==> config.mk <==
export PLATFORM = sky130hd
export DESIGN_NAME = ap_mult_pipe
export DESIGN_NICKNAME = d
export VERILOG_FILES = /design/src/rtl/ap_mult_pipe.sv
export SDC_FILE = /design/constraint.sdc
export NUM_CORES = 1
export LEC_CHECK = 0
export BUFFER_PORTS_ARGS = -buffer_cell sky130_fd_sc_hd__buf_4
export CAP_MARGIN = 20
export CORE_UTILIZATION = 55
export CTS_CLUSTER_DIAMETER = 200
export DETAILED_ROUTE_END_ITERATION = 6
export GPL_ROUTABILITY_DRIVEN = 0
export PLACE_DENSITY = 0.75
export SYNTH_ARGS = -nofsm -noshare
export SYNTH_HDL_FRONTEND = slang
export SYNTH_SLANG_ARGS = --single-unit
==> constraint.sdc <==
create_clock -name clk -period 5.3 [get_ports clk]
set_input_delay 0.795 -clock clk [delete_from_list [all_inputs] [get_ports clk]]
set_output_delay 0.795 -clock clk [all_outputs]
set_load 0.02 [all_outputs]
==> src/rtl/ap_mult_pipe.sv <==
// Signed WIDTH x WIDTH Baugh-Wooley multiplier in a 3-stage valid/ready pipeline.
// Low product columns can be OR-approximated per transaction; inexact deliveries are counted.
module ap_mult_pipe #(
   parameter int WIDTH    = 8,
   parameter int APX_COLS = 5
) (
   input  logic               clk,
   input  logic               rst_n,
   input  logic               flush,
   input  logic               in_valid,
   output logic               in_ready,
   input  logic [WIDTH-1:0]   a,
   input  logic [WIDTH-1:0]   b,
   input  logic               mode,
   output logic               out_valid,
   input  logic               out_ready,
   output logic [2*WIDTH-1:0] res,
   output logic               res_inexact,
   output logic [15:0]        inexact_cnt
);
   localparam int PW = 2 * WIDTH;

   // Handshake: a transfer occurs on any rising edge where valid & ready are both 1;
   // the producer holds its data until then. One global stall freezes every stage.
   logic stall;
   logic adv;

   logic                        s1_valid_q, s1_valid_d;
   logic                        s1_mode_q, s1_mode_d;
   logic [WIDTH-1:0][WIDTH-1:0] s1_pp_q, s1_pp_d;

   logic          s2_valid_q, s2_valid_d;
   logic [PW-1:0] s2_sum_q, s2_sum_d;
   logic [PW-1:0] s2_car_q, s2_car_d;
   logic          s2_inexact_q, s2_inexact_d;

   logic          out_valid_q, out_valid_d;
   logic [PW-1:0] res_q, res_d;
   logic          res_inexact_q, res_inexact_d;
   logic [15:0]   cnt_q, cnt_d;

   logic [PW-1:0] col_mask;
   logic [PW-1:0] col_seen;
   logic [PW-1:0] col_many;
   logic [PW-1:0] row;
   logic [PW-1:0] csa_sum;
   logic [PW-1:0] csa_car;
   logic [PW-1:0] csa_tmp;

   assign stall       = out_valid_q & ~out_ready;
   assign adv         = ~stall;
   assign in_ready    = adv;
   assign out_valid   = out_valid_q;
   assign res         = res_q;
   assign res_inexact = res_inexact_q;
   assign inexact_cnt = cnt_q;

   // S1: partial products, sign terms inverted where exactly one index is the MSB
   always_comb begin
      s1_valid_d = s1_valid_q;
      s1_mode_d  = s1_mode_q;
      s1_pp_d    = s1_pp_q;
      if (adv) begin
         s1_valid_d = in_valid;
         s1_mode_d  = mode;
         for (int i = 0; i < WIDTH; i++) begin
            for (int j = 0; j < WIDTH; j++) begin
               s1_pp_d[i][j] = (a[j] & b[i]) ^ ((i == WIDTH - 1) != (j == WIDTH - 1));
            end
         end
      end
      if (flush) begin
         s1_valid_d = 1'b0;
      end
   end

   // S2: approximated columns reduce to OR (no carry); the rest go through a 3:2 chain
   always_comb begin
      col_mask = '1;
      col_seen = '0;
      col_many = '0;
      if (s1_mode_q) begin
         for (int c = 0; c < APX_COLS; c++) begin
            col_mask[c] = 1'b0;
         end
      end
      for (int i = 0; i < WIDTH; i++) begin
         for (int j = 0; j < WIDTH; j++) begin
            if (i + j < APX_COLS) begin
               col_many[i+j] = col_many[i+j] | (col_seen[i+j] & s1_pp_q[i][j]);
               col_seen[i+j] = col_seen[i+j] | s1_pp_q[i][j];
            end
         end
      end

      csa_sum         = '0;
      csa_sum[WIDTH]  = 1'b1;
      csa_sum[PW-1]   = 1'b1;
      csa_car         = '0;
      row             = '0;
      csa_tmp         = '0;
      for (int i = 0; i < WIDTH; i++) begin
         row     = (PW'(s1_pp_q[i]) << i) & col_mask;
         csa_tmp = csa_sum ^ csa_car ^ row;
         csa_car = ((csa_sum & csa_car) | (csa_sum & row) | (csa_car & row)) << 1;
         csa_sum = csa_tmp;
      end

      s2_valid_d   = s2_valid_q;
      s2_sum_d     = s2_sum_q;
      s2_car_d     = s2_car_q;
      s2_inexact_d = s2_inexact_q;
      if (adv) begin
         s2_valid_d   = s1_valid_q;
         // masked columns are zero in both rows, so the OR bits can be merged in directly
         s2_sum_d     = csa_sum | (s1_mode_q ? col_seen : '0);
         s2_car_d     = csa_car;
         s2_inexact_d = s1_mode_q & (|col_many);
      end
      if (flush) begin
         s2_valid_d = 1'b0;
      end
   end

   // S3: carry-propagate add into the output register, plus the saturating counter
   always_comb begin
      out_valid_d   = out_valid_q;
      res_d         = res_q;
      res_inexact_d = res_inexact_q;
      if (adv) begin
         out_valid_d = s2_valid_q;
         if (s2_valid_q) begin
            res_d         = s2_sum_q + s2_car_q;
            res_inexact_d = s2_inexact_q;
         end
      end
      if (flush) begin
         out_valid_d = 1'b0;
      end

      cnt_d = cnt_q;
      if (out_valid_q && out_ready && res_inexact_q && (cnt_q != 16'hFFFF)) begin
         cnt_d = cnt_q + 16'd1;
      end
   end

   always_ff @(posedge clk or negedge rst_n) begin
      if (!rst_n) begin
         s1_valid_q    <= 1'b0;
         s2_valid_q    <= 1'b0;
         out_valid_q   <= 1'b0;
         res_q         <= '0;
         res_inexact_q <= 1'b0;
         cnt_q         <= '0;
      end else begin
         s1_valid_q    <= s1_valid_d;
         s2_valid_q    <= s2_valid_d;
         out_valid_q   <= out_valid_d;
         res_q         <= res_d;
         res_inexact_q <= res_inexact_d;
         cnt_q         <= cnt_d;
      end
   end

   always_ff @(posedge clk) begin
      s1_mode_q    <= s1_mode_d;
      s1_pp_q      <= s1_pp_d;
      s2_sum_q     <= s2_sum_d;
      s2_car_q     <= s2_car_d;
      s2_inexact_q <= s2_inexact_d;
   end

endmodule

==> results of run 1 <==
layer usage:
| metal | global-route usage, % | vias up |
|---|---|---|
| met5 | 0 | - |
| met4 | 7.63 | 0 |
| met3 | 5.24 | 16 |
| met2 | 33.1 | 73 |
| met1 | 24.1 | 1784 |
| li1 | - | 1680 |
Yosys cell counts (3+ instances only):
cell      count  area (sq um)
inv_1        23          86.3
o21ai_0      12          60.1
nor2_1        5          18.8
nor3_1        5          25.0
dfrtp_1      36           901
nand2b_1      3          18.8
xnor2_1       5          43.8
xor2_1        9          78.8
edfxtp_1     89          2670
and2_1       51           319
a21oi_1       7          35.0
fa_1         43           861
mux2_2       12           135
nand3_1       9          45.0
clkbuf_1      6          22.5
a211o_1       3          26.3
nand4_1       9          56.3
ha_1         21           263
o21a_1        3          22.5
nand2_1      36           135
nor2b_1      15          93.8
path summary, 6_finish.rpt:
kind / start / to / slack [ns] / cells after the start
worst max-delay path: s1_mode_q / s2_sum_q[7] / 1.21 / 12
worst min-delay path: rst_n / inexact_cnt[2] / 0.34 / 1
worst max register to register: s1_mode_q / s2_sum_q[7] / 1.21 / 12
worst min register to register: col_seen[0] / s2_sum_q[0] / 0.42 / 0
max in group asynchronous: rst_n / res[1] / 4.63 / 1
min in group clk: col_seen[0] / s2_sum_q[0] / 0.42 / 0
power by group through the flow:
stage | Sequential (W) | Clock (W) | Combinational (W)
3_5_place_dp | 0.00137 | 0 | 0.000865
3_3_place_gp | 0.00136 | 0 | 0.000838
5_1_grt | 0.00136 | 0.00120 | 0.000990
2_1_floorplan | 0.00142 | 0 | 0.000529
6_report | 0.00134 | 0.00113 | 0.000869
4_1_cts | 0.00135 | 0.00115 | 0.000887
layout by cell type (no fill, tap or decap), types with 5 or more instances in the layout:
cell type / instances
a21oi_1: 7
and2_1: 51
buf_4: 57
clkbuf_16: 17
clkinv_1: 5
dfrtp_1: 36
edfxtp_1: 89
fa_1: 43
ha_1: 21
inv_1: 23
mux2_2: 12
nand2_1: 36
nand3_1: 9
nand4_1: 9
nor2_1: 5
nor2b_1: 15
nor3_1: 5
o21ai_0: 12
xnor2_1: 5
xor2_1: 9
cell families (layout without fill, tap and decap cells):
logic type,Yosys count,count (layout),share of synthesized area [%]
flip-flops,125,125,57.3
XOR/XNOR,14,14,1.97
AO/OA/AOI/OAI,37,37,3.89
buffers and inverters,31,113,1.91
AND/OR/NAND/NOR,150,150,14.3
adder cells (fa/ha/maj),66,66,18.3
multiplexers,13,13,2.35
cell type report:
class                           count  area, sq um
Clock buffer                       19          433
Clock inverter                     13          149
Fill cell                         768         3540
Inverter                           24         91.3
Multi-Input combinational cell    280         2550
Sequential cell                   125         3570
Tap cell                          140          175
Timing Repair Buffer               57          428
state kept, by name (all words and copies together) (netlist names), 8 cells and up:
name         flops
s2_car_q         8
s1_pp_q         63
s2_sum_q        15
res             16
inexact_cnt     16
through the flow:
step | power, W | area, sq um
after floorplan | 0.00195 | 6240
after global placement | 0.00220 | 6810
after detailed placement | 0.00223 | 6810
after CTS | 0.00338 | 7400
after global routing | 0.00355 | 7400
final | 0.00335 | 7400
==> results.sh, run 1 <==
export IMPL_final_cells=658
export IMPL_cp_max_fo=16
export IMPL_grt_overflow_total=0
export IMPL_tightest_slew_ns=0.845
export IMPL_viasPerCell=5.40
export IMPL_slowest_stage="edfxtp_1"
export IMPL_drtIter0Drc=174
export IMPL_m1WireLength_microns=4340
export IMPL_synth_seq_cells=125
export IMPL_p_leak_nw=3.20
export IMPL_synthCells=436
export IMPL_drc=0
export IMPL_ys_warn_count=0
export IMPL_netlist_area_sq_um=6240
export IMPL_core_sq_um=10900
export IMPL_dr_pass1_iters=7
export IMPL_clockBufferDepth=2
export IMPL_clk_pin_slew_ns=0.06
export IMPL_start_kind="flip-flop"
export IMPL_rows=38
export IMPL_hold_buffers=0
export IMPL_hold_class="in -> async"
export IMPL_p_int_w=0.00240
export IMPL_power_switching_w=0.000949
export IMPL_fmax_mhz=245
export IMPL_postCtsResizedCells=0
export IMPL_place_ws_ns=1.22
export IMPL_start_util_pct=57.0
export IMPL_setup_viol=0
export IMPL_path_buf_inv=4
export IMPL_final_hold_violation_count=0
export IMPL_dp_hpwl_microns=7380
export IMPL_grt_pass1_vias=3571
export IMPL_grtUsageTotal_pct=19.6
export IMPL_share_comb_of_total_power_pct=26.0
export IMPL_seq_power_share_pct=40.2
export IMPL_die_area_sq_um=11800
export IMPL_boundaryPins=57
export IMPL_dr_total_vias=3553
export IMPL_post_drt_wl_per_cell_microns=15.7
export IMPL_die_w_microns=109
export IMPL_synth_edf_count=89
export IMPL_crit_chain="nor2b_1 -> ha_1 -> inv_1 -> fa_1 -> inv_1 -> fa_1 -> fa_1 -> inv_1 -> fa_1 -> fa_1 -> inv_1 -> fa_1"
export IMPL_fin_crit_ns=4.09
export IMPL_grt_pass1_wl_microns=17100
export IMPL_drt_wl_total_microns=10400
export IMPL_cts_tree="built"
export IMPL_power_density_nw_per_um2=453
export IMPL_fin_util_pct=67.6
export IMPL_maxCapViolCount=0
export IMPL_crit_arrival_ns=4.23
export IMPL_synth_ff_type="edfxtp_1"
export IMPL_cp_required_ns=5.44
export IMPL_cts_buffers=17
export IMPL_yosysSeqAreaShare_pct=57.3
export IMPL_max_vdd_ir_drop_v=0.000219
export IMPL_worst_path_largest_cell_delay_ns=0.60
export IMPL_avgSynthCellArea_sq_um=14.3
export IMPL_drive_gt1_share_pct=19.3
export IMPL_area_growth_synth_to_final_pct=18.6
export IMPL_ys_types=47
export IMPL_crit_top_cell="fa_1"
export IMPL_layout_setup_ws_ns=1.21
export IMPL_run_status="finished, final reports clean"
export IMPL_insertedDiodeCount=0
export IMPL_highest_layer="met4"
export IMPL_layout_nets=591
export IMPL_whs_ns=0.339
export IMPL_drv_slew=0
export IMPL_clk_latency_ns=0.40
export IMPL_synthArstFlopShare_pct=28.8
export IMPL_post_cts_buffers=0
export IMPL_cts_sinks=125
export IMPL_grt_max_degree=60
export IMPL_p_sw_share_pct=28.4
export IMPL_setup_worst_path_class="reg -> reg"
export IMPL_finalSetupTns_ns=0
export IMPL_wl_met3_microns=367
export IMPL_fin_crit_sh_pct=77.1
export IMPL_place_inst=626
export IMPL_htree_num_levels=4
export IMPL_ant_nets=0
export IMPL_clockPowerShare_pct=33.9
export IMPL_cts_root_buf="clkbuf_16"
export IMPL_die_h_microns=109
export IMPL_end_kind="flip-flop"
export IMPL_port_buffers=56
export IMPL_rsz0062_at_grt="no"
export IMPL_skew_ns=0.00529
export IMPL_synthesis_nets=522
export IMPL_antenna_found_initial=0
export IMPL_slew_headroom_pct=43.6
export IMPL_path_delay_family="adder cells"
export IMPL_wl_met2_microns=5520
(Power assumes the default switching activity.)
==> run 2, diff against run 1 <==
- ABC_AREA: unset -> 1
- CORE_UTILIZATION: 55 -> 54
- PLACE_DENSITY: 0.75 -> 0.76
- clock period: 5.3 -> 3.5 ns (I/O delays scaled with it)
==> results.sh, run 2 <==
export IMPL_finalSetupTns_ns=-1.22
export IMPL_antenna_found_initial=0
export IMPL_mostFrequentLayoutCells="nand2_1 (195), inv_1 (98), edfxtp_1 (89)"
export IMPL_tightest_slew_ns=0.620
export IMPL_fmax_mhz=261
export IMPL_crit_arrival_ns=3.98
export IMPL_m1WireLength_microns=5140
export IMPL_insertedDiodeCount=0
export IMPL_synth_ff_type="edfxtp_1"
export IMPL_slew_headroom_pct=58.7
export IMPL_cts_sinks=125
export IMPL_cts_root_buf="clkbuf_16"
export IMPL_violations="design-rule violations, negative setup slack"
export IMPL_hold_class="in -> async"
export IMPL_rsz0062_at_grt="yes"
export IMPL_drive_gt1_share_pct=21.6
export IMPL_grt_pass1_vias=4411
export IMPL_synth_top_cell_area_share_pct=40.8
export IMPL_cts_buffers=17
export IMPL_cts_tree="built"
export IMPL_highest_layer="met4"
export IMPL_synth_top_family_by_area="adder cells"
export IMPL_yosys_area_share_adder_pct=17.1
export IMPL_synthArstFlopShare_pct=28.8
export IMPL_start_util_pct=56.4
export IMPL_die_w_microns=112
export IMPL_setup_viol=8
export IMPL_drc=4
export IMPL_yosys_top_cells_area="edfxtp_1 (41%), dfrtp_1 (14%), fa_1 (13%), nand2_1 (11%), inv_1 (6.1%)"
export IMPL_yosys_area_share_simple_pct=17.0
export IMPL_whs_ns=0.0709
export IMPL_setup_worst_path_class="reg -> reg"
export IMPL_port_buffers=56
export IMPL_synthesis_nets=714
export IMPL_cp_max_fo=1
export IMPL_slowest_stage="fa_2"
export IMPL_clockBufferDepth=2
export IMPL_worst_path_largest_cell_delay_ns=0.57
export IMPL_ys_warn_count=0
export IMPL_top_register="s1_pp_q"
export IMPL_die_h_microns=112
export IMPL_p_leak_nw=3.85
export IMPL_grt_pass1_wl_microns=20300
export IMPL_final_common_cell="nand2_1"
export IMPL_yosysSeqAreaShare_pct=54.5
export IMPL_layout_setup_ws_ns=-0.329
export IMPL_cp_required_ns=3.65
export IMPL_run_status="complete, but fails checks"
export IMPL_ys_types=31
export IMPL_start_kind="flip-flop"
export IMPL_avgSynthCellArea_sq_um=10.4
export IMPL_rows=39
export IMPL_drtIter0Drc=286
export IMPL_grtUsageTotal_pct=21.2
export IMPL_synthCells=628
export IMPL_crit_top_cell="fa_2"
export IMPL_clk_latency_ns=0.41
export IMPL_synth_mux_area_share_pct=0
export IMPL_crit_chain="ha_4 -> fa_2 -> fa_2 -> fa_2 -> fa_2 -> inv_2 -> fa_2 -> inv_2 -> fa_1"
export IMPL_ant_nets=0
export IMPL_wl_met3_microns=494
export IMPL_end_kind="flip-flop"
export IMPL_htree_num_levels=4
export IMPL_post_cts_buffers=0
export IMPL_drt_wl_total_microns=12200
export IMPL_drv_slew=0
export IMPL_dr_pass1_iters=7
export IMPL_synthXorXnorAreaFrac_pct=1.20
export IMPL_wl_met2_microns=6370
export IMPL_layout_nets=778
export IMPL_synth_common_cells="nand2_1 (195), inv_1 (107), edfxtp_1 (89), fa_1 (43), nor2_1 (39)"
export IMPL_grt_max_degree=50
export IMPL_max_vdd_ir_drop_v=0.000439
export IMPL_path_buf_inv=2
export IMPL_final_hold_violation_count=0
export IMPL_path_delay_family="adder cells"
export IMPL_clk_pin_slew_ns=0.05
export IMPL_regArea_sq_um=3570
export IMPL_fin_crit_ns=3.83
export IMPL_post_drt_wl_per_cell_microns=14.4
export IMPL_area_growth_synth_to_final_pct=20.0
export IMPL_grt_overflow_total=0
export IMPL_largest_reg_flops=63
export IMPL_yosysMostFrequentCell="nand2_1"
export IMPL_core_sq_um=11600
export IMPL_synth_edf_count=89
export IMPL_dp_hpwl_microns=8480
export IMPL_power_density_nw_per_um2=678
export IMPL_viasPerCell=5.04
export IMPL_nFillCells=819
export IMPL_skew_ns=0.00867
export IMPL_die_area_sq_um=12600
export IMPL_dr_total_vias=4274
export IMPL_synth_compound_area_share_pct=2.27
export IMPL_yosys_area_top_type="edfxtp_1"
export IMPL_multi_input_area_sq_um=2570
export IMPL_fin_crit_sh_pct=109
export IMPL_synth_seq_cells=125
export IMPL_hold_buffers=0
export IMPL_boundaryPins=57
export IMPL_netlist_area_sq_um=6560
export IMPL_maxCapViolCount=0
-- run 2: metrics by stage --
| stage | total power, W | instance area [sq um] | setup WS (ns) | util [%] | cells |
|---|---|---|---|---|---|
| after CTS | 0.00536 | 7860 | -0.301 | 67.7 | 848 |
| after floorplan | 0.00302 | 6620 | -0.236 | - | 628 |
| after global placement | 0.00339 | 7190 | -0.263 | 61.9 | 816 |
| after global routing | 0.00563 | 7870 | -0.421 | 67.8 | 848 |
| after detailed placement | 0.00346 | 7190 | -0.362 | 61.9 | 816 |
| final | 0.00533 | 7870 | -0.329 | 67.8 | 848 |
-- run 2: worst reg2reg max path: stages (launching register included) --
cell and delay [ns]:
edfxtp_1 0.44, ha_4 0.30, fa_2 0.44, fa_2 0.57, fa_2 0.44, fa_2 0.54, inv_2 0.04, fa_2 0.34
inv_2 0.06, fa_1 0.40
-- run 2: cells by family (layout without fill, tap and decap cells) --
logic type	Yosys count	in the layout
compound gates	25	25
xor+xnor	9	9
fa+ha+maj	64	64
buf+inv	132	209
flops	125	125
simple gates	273	273
-- run 2: path summary, 6_finish.rpt --
| path | slack, ns | from | end | depth (start not counted) |
|---|---|---|---|---|
| hold / removal | 0.07 | rst_n | inexact_cnt[6] | 1 |
| max in group asynchronous | 3.11 | rst_n | res[4] | 1 |
| hold reg to reg | 0.43 | col_seen[0] | s2_sum_q[0] | 0 |
| setup / recovery | -0.33 | s1_pp_q[6] | s2_sum_q[7] | 9 |
| setup reg to reg | -0.33 | s1_pp_q[6] | s2_sum_q[7] | 9 |
| min in group clk | 0.29 | mode | s1_mode_q | 1 |
-- run 2: final cells by class --
type                    count  area share (%)
repair buffers             67            6.39
inverters                 110            5.26
well taps                 143            2.27
clock buffers              18            5.45
multi-input cells         371            32.7
flip-flops and latches    125            45.4
clock inverters            14            2.53
-- run 2: where the power goes --
group          leakage [nW]  switching [W]  internal, W  total, W
clock network         0.308       0.000616      0.00125   0.00187
registers              1.44       0.000134      0.00191   0.00205
logic                  2.10       0.000782     0.000640   0.00142
total                  3.85        0.00153      0.00380   0.00533
-- run 2: per-layer routing --
metal  GRT usage, %  vias up
met5              0        -
met2           37.2      114
met1           24.5     2064
li1               -     2073
met3           5.40       23
met4           9.33        0
-- run 2: repair_timing --
action / in CTS / in global routing
resized for setup: 11 / 6
pin swaps: 10 / 12
endpoints found under the setup margin: 10 / 10
==> run 3, diff against run 2 <==
- ABC_AREA: 1 -> unset
- CORE_UTILIZATION: 54 -> 55
- PLACE_DENSITY: 0.76 -> 0.75
- clock period: 3.5 -> 4.7 ns (I/O delays scaled with it)
==> results.sh, run 3 (synthesis gave the netlist of run 1 again) <==
export IMPL_run_status="finished, final reports clean"
export IMPL_area_growth_synth_to_final_pct=19.0
export IMPL_htree_num_levels=4
export IMPL_cts_buffers=17
export IMPL_slowest_stage="edfxtp_1"
export IMPL_insertedDiodeCount=0
export IMPL_core_sq_um=10900
export IMPL_clockBufferDepth=2
export IMPL_hold_class="in -> async"
export IMPL_post_drt_wl_per_cell_microns=16.2
export IMPL_maxCapViolCount=0
export IMPL_cp_required_ns=4.85
export IMPL_setup_worst_path_class="reg -> reg"
export IMPL_cts_sinks=125
export IMPL_fmax_mhz=238
export IMPL_mostFrequentLayoutCells="edfxtp_1 (89), buf_4 (57), and2_1 (51)"
export IMPL_drive_gt1_share_pct=20.7
export IMPL_cp_max_fo=16
export IMPL_p_sw_share_pct=28.3
export IMPL_clockPowerShare_pct=34.2
export IMPL_path_buf_inv=4
export IMPL_fin_crit_sh_pct=89.3
export IMPL_largest_reg_flops=63
export IMPL_die_w_microns=109
export IMPL_grt_max_degree=69
export IMPL_finalSetupTns_ns=0
export IMPL_worst_path_largest_cell_delay_ns=0.62
export IMPL_power_switching_w=0.00107
export IMPL_p_leak_nw=3.24
export IMPL_die_h_microns=109
export IMPL_tightest_slew_ns=0.844
export IMPL_final_area_sq_um=7430
export IMPL_layout_nets=591
export IMPL_boundaryPins=57
export IMPL_post_cts_buffers=0
export IMPL_die_area_sq_um=11800
export IMPL_rsz0062_at_grt="no"
export IMPL_grtUsageTotal_pct=20.4
export IMPL_multi_input_area_sq_um=2550
export IMPL_crit_chain="nor2b_1 -> ha_1 -> inv_1 -> fa_1 -> inv_1 -> fa_1 -> fa_1 -> inv_1 -> fa_1 -> fa_1 -> inv_1 -> fa_1"
export IMPL_viasPerCell=5.47
export IMPL_whs_ns=0.247
export IMPL_hold_buffers=0
export IMPL_crit_top_cell="fa_1"
export IMPL_setup_viol=0
export IMPL_grt_pass1_vias=3778
export IMPL_regArea_sq_um=3570
export IMPL_top_register="s1_pp_q"
export IMPL_dr_pass1_iters=5
export IMPL_dr_total_vias=3597
export IMPL_drt_wl_total_microns=10700
export IMPL_share_comb_of_total_power_pct=25.7
export IMPL_fin_crit_ns=4.20
export IMPL_start_kind="flip-flop"
export IMPL_start_util_pct=57.0
export IMPL_drv_slew=0
export IMPL_end_kind="flip-flop"
export IMPL_grt_pass1_wl_microns=18000
export IMPL_final_common_cell="edfxtp_1"
export IMPL_nFillCells=780
export IMPL_power_density_nw_per_um2=510
export IMPL_port_buffers=56
export IMPL_drtIter0Drc=290
export IMPL_rows=38
export IMPL_cts_root_buf="clkbuf_16"
export IMPL_final_hold_violation_count=0
export IMPL_slew_headroom_pct=43.6
export IMPL_p_int_w=0.00271
export IMPL_ant_nets=0
export IMPL_placed_area_sq_um=6810
export IMPL_clk_latency_ns=0.41
export IMPL_path_delay_family="adder cells"
export IMPL_max_vdd_ir_drop_v=0.000347
export IMPL_postCtsResizedCells=0
export IMPL_dp_hpwl_microns=7460
export IMPL_drc=0
export IMPL_clk_pin_slew_ns=0.06
export IMPL_seq_power_share_pct=40.1
export IMPL_skew_ns=0.00946
export IMPL_grt_overflow_total=0
export IMPL_timing_rr_start="s1_mode_q"
export IMPL_cts_tree="built"
export IMPL_crit_arrival_ns=4.34
export IMPL_antenna_found_initial=0
export IMPL_crit_start="s1_mode_q"
run 3: cell types whose count changed in the layout (fill, tap and decap cells not counted), moves of 27 or more:
cell	change
and2_1	+51
nand2_1	-159
nor2_1	-30
inv_1	-75
fa_2	-27
fa_1	+27
run 3: worst paths after layout:
check                                 endpoint  cells past startpoint  slack [ns]
worst min register to register     s2_sum_q[0]                      0        0.42
min in group clk                   s2_sum_q[0]                      0        0.42
worst max register to register     s2_sum_q[7]                     12        0.50
worst min-delay path            inexact_cnt[2]                      1        0.25
worst max-delay path               s2_sum_q[7]                     12        0.50
max in group asynchronous               res[3]                      1        4.13
run 3: power by group through the flow:
stage                     Sequential (W)  Combinational [W]  Clock (W)
after CTS                        0.00152           0.000997    0.00131
final                            0.00152           0.000972    0.00129
after detailed placement         0.00154           0.000977          0
after global routing             0.00154            0.00109    0.00137
after global placement           0.00153           0.000946          0
after floorplan                  0.00160           0.000597          0
run 3: stage by stage:
step                worst slack, ns  std cells  total power (W)  util (%)
floorplan                     0.640        436          0.00220         -
global route                  0.237        658          0.00400      67.9
CTS                           0.462        658          0.00383      67.9
detailed placement            0.531        626          0.00252      62.3
finish                        0.503        658          0.00378      67.9
global placement              0.681        626          0.00248      62.3
run 3: metal layers:
metal / share of wire, % / up-vias / track usage, %
met2: 53 / 95 / 34.3
li1: - / 1684 / -
met3: 3.8 / 16 / 5.36
met1: 42 / 1802 / 25.3
met5: 0 / - / 0
met4: 1.7 / 0 / 8.01
run 3: final cells by class:
type                    instances  area share [%]
clock buffers                  25            7.67
clock inverters                 7           0.573
inverters                      24            1.23
multi-input cells             280            34.3
flip-flops and latches        125            48.1
well taps                     140            2.36
repair buffers                 57            5.76
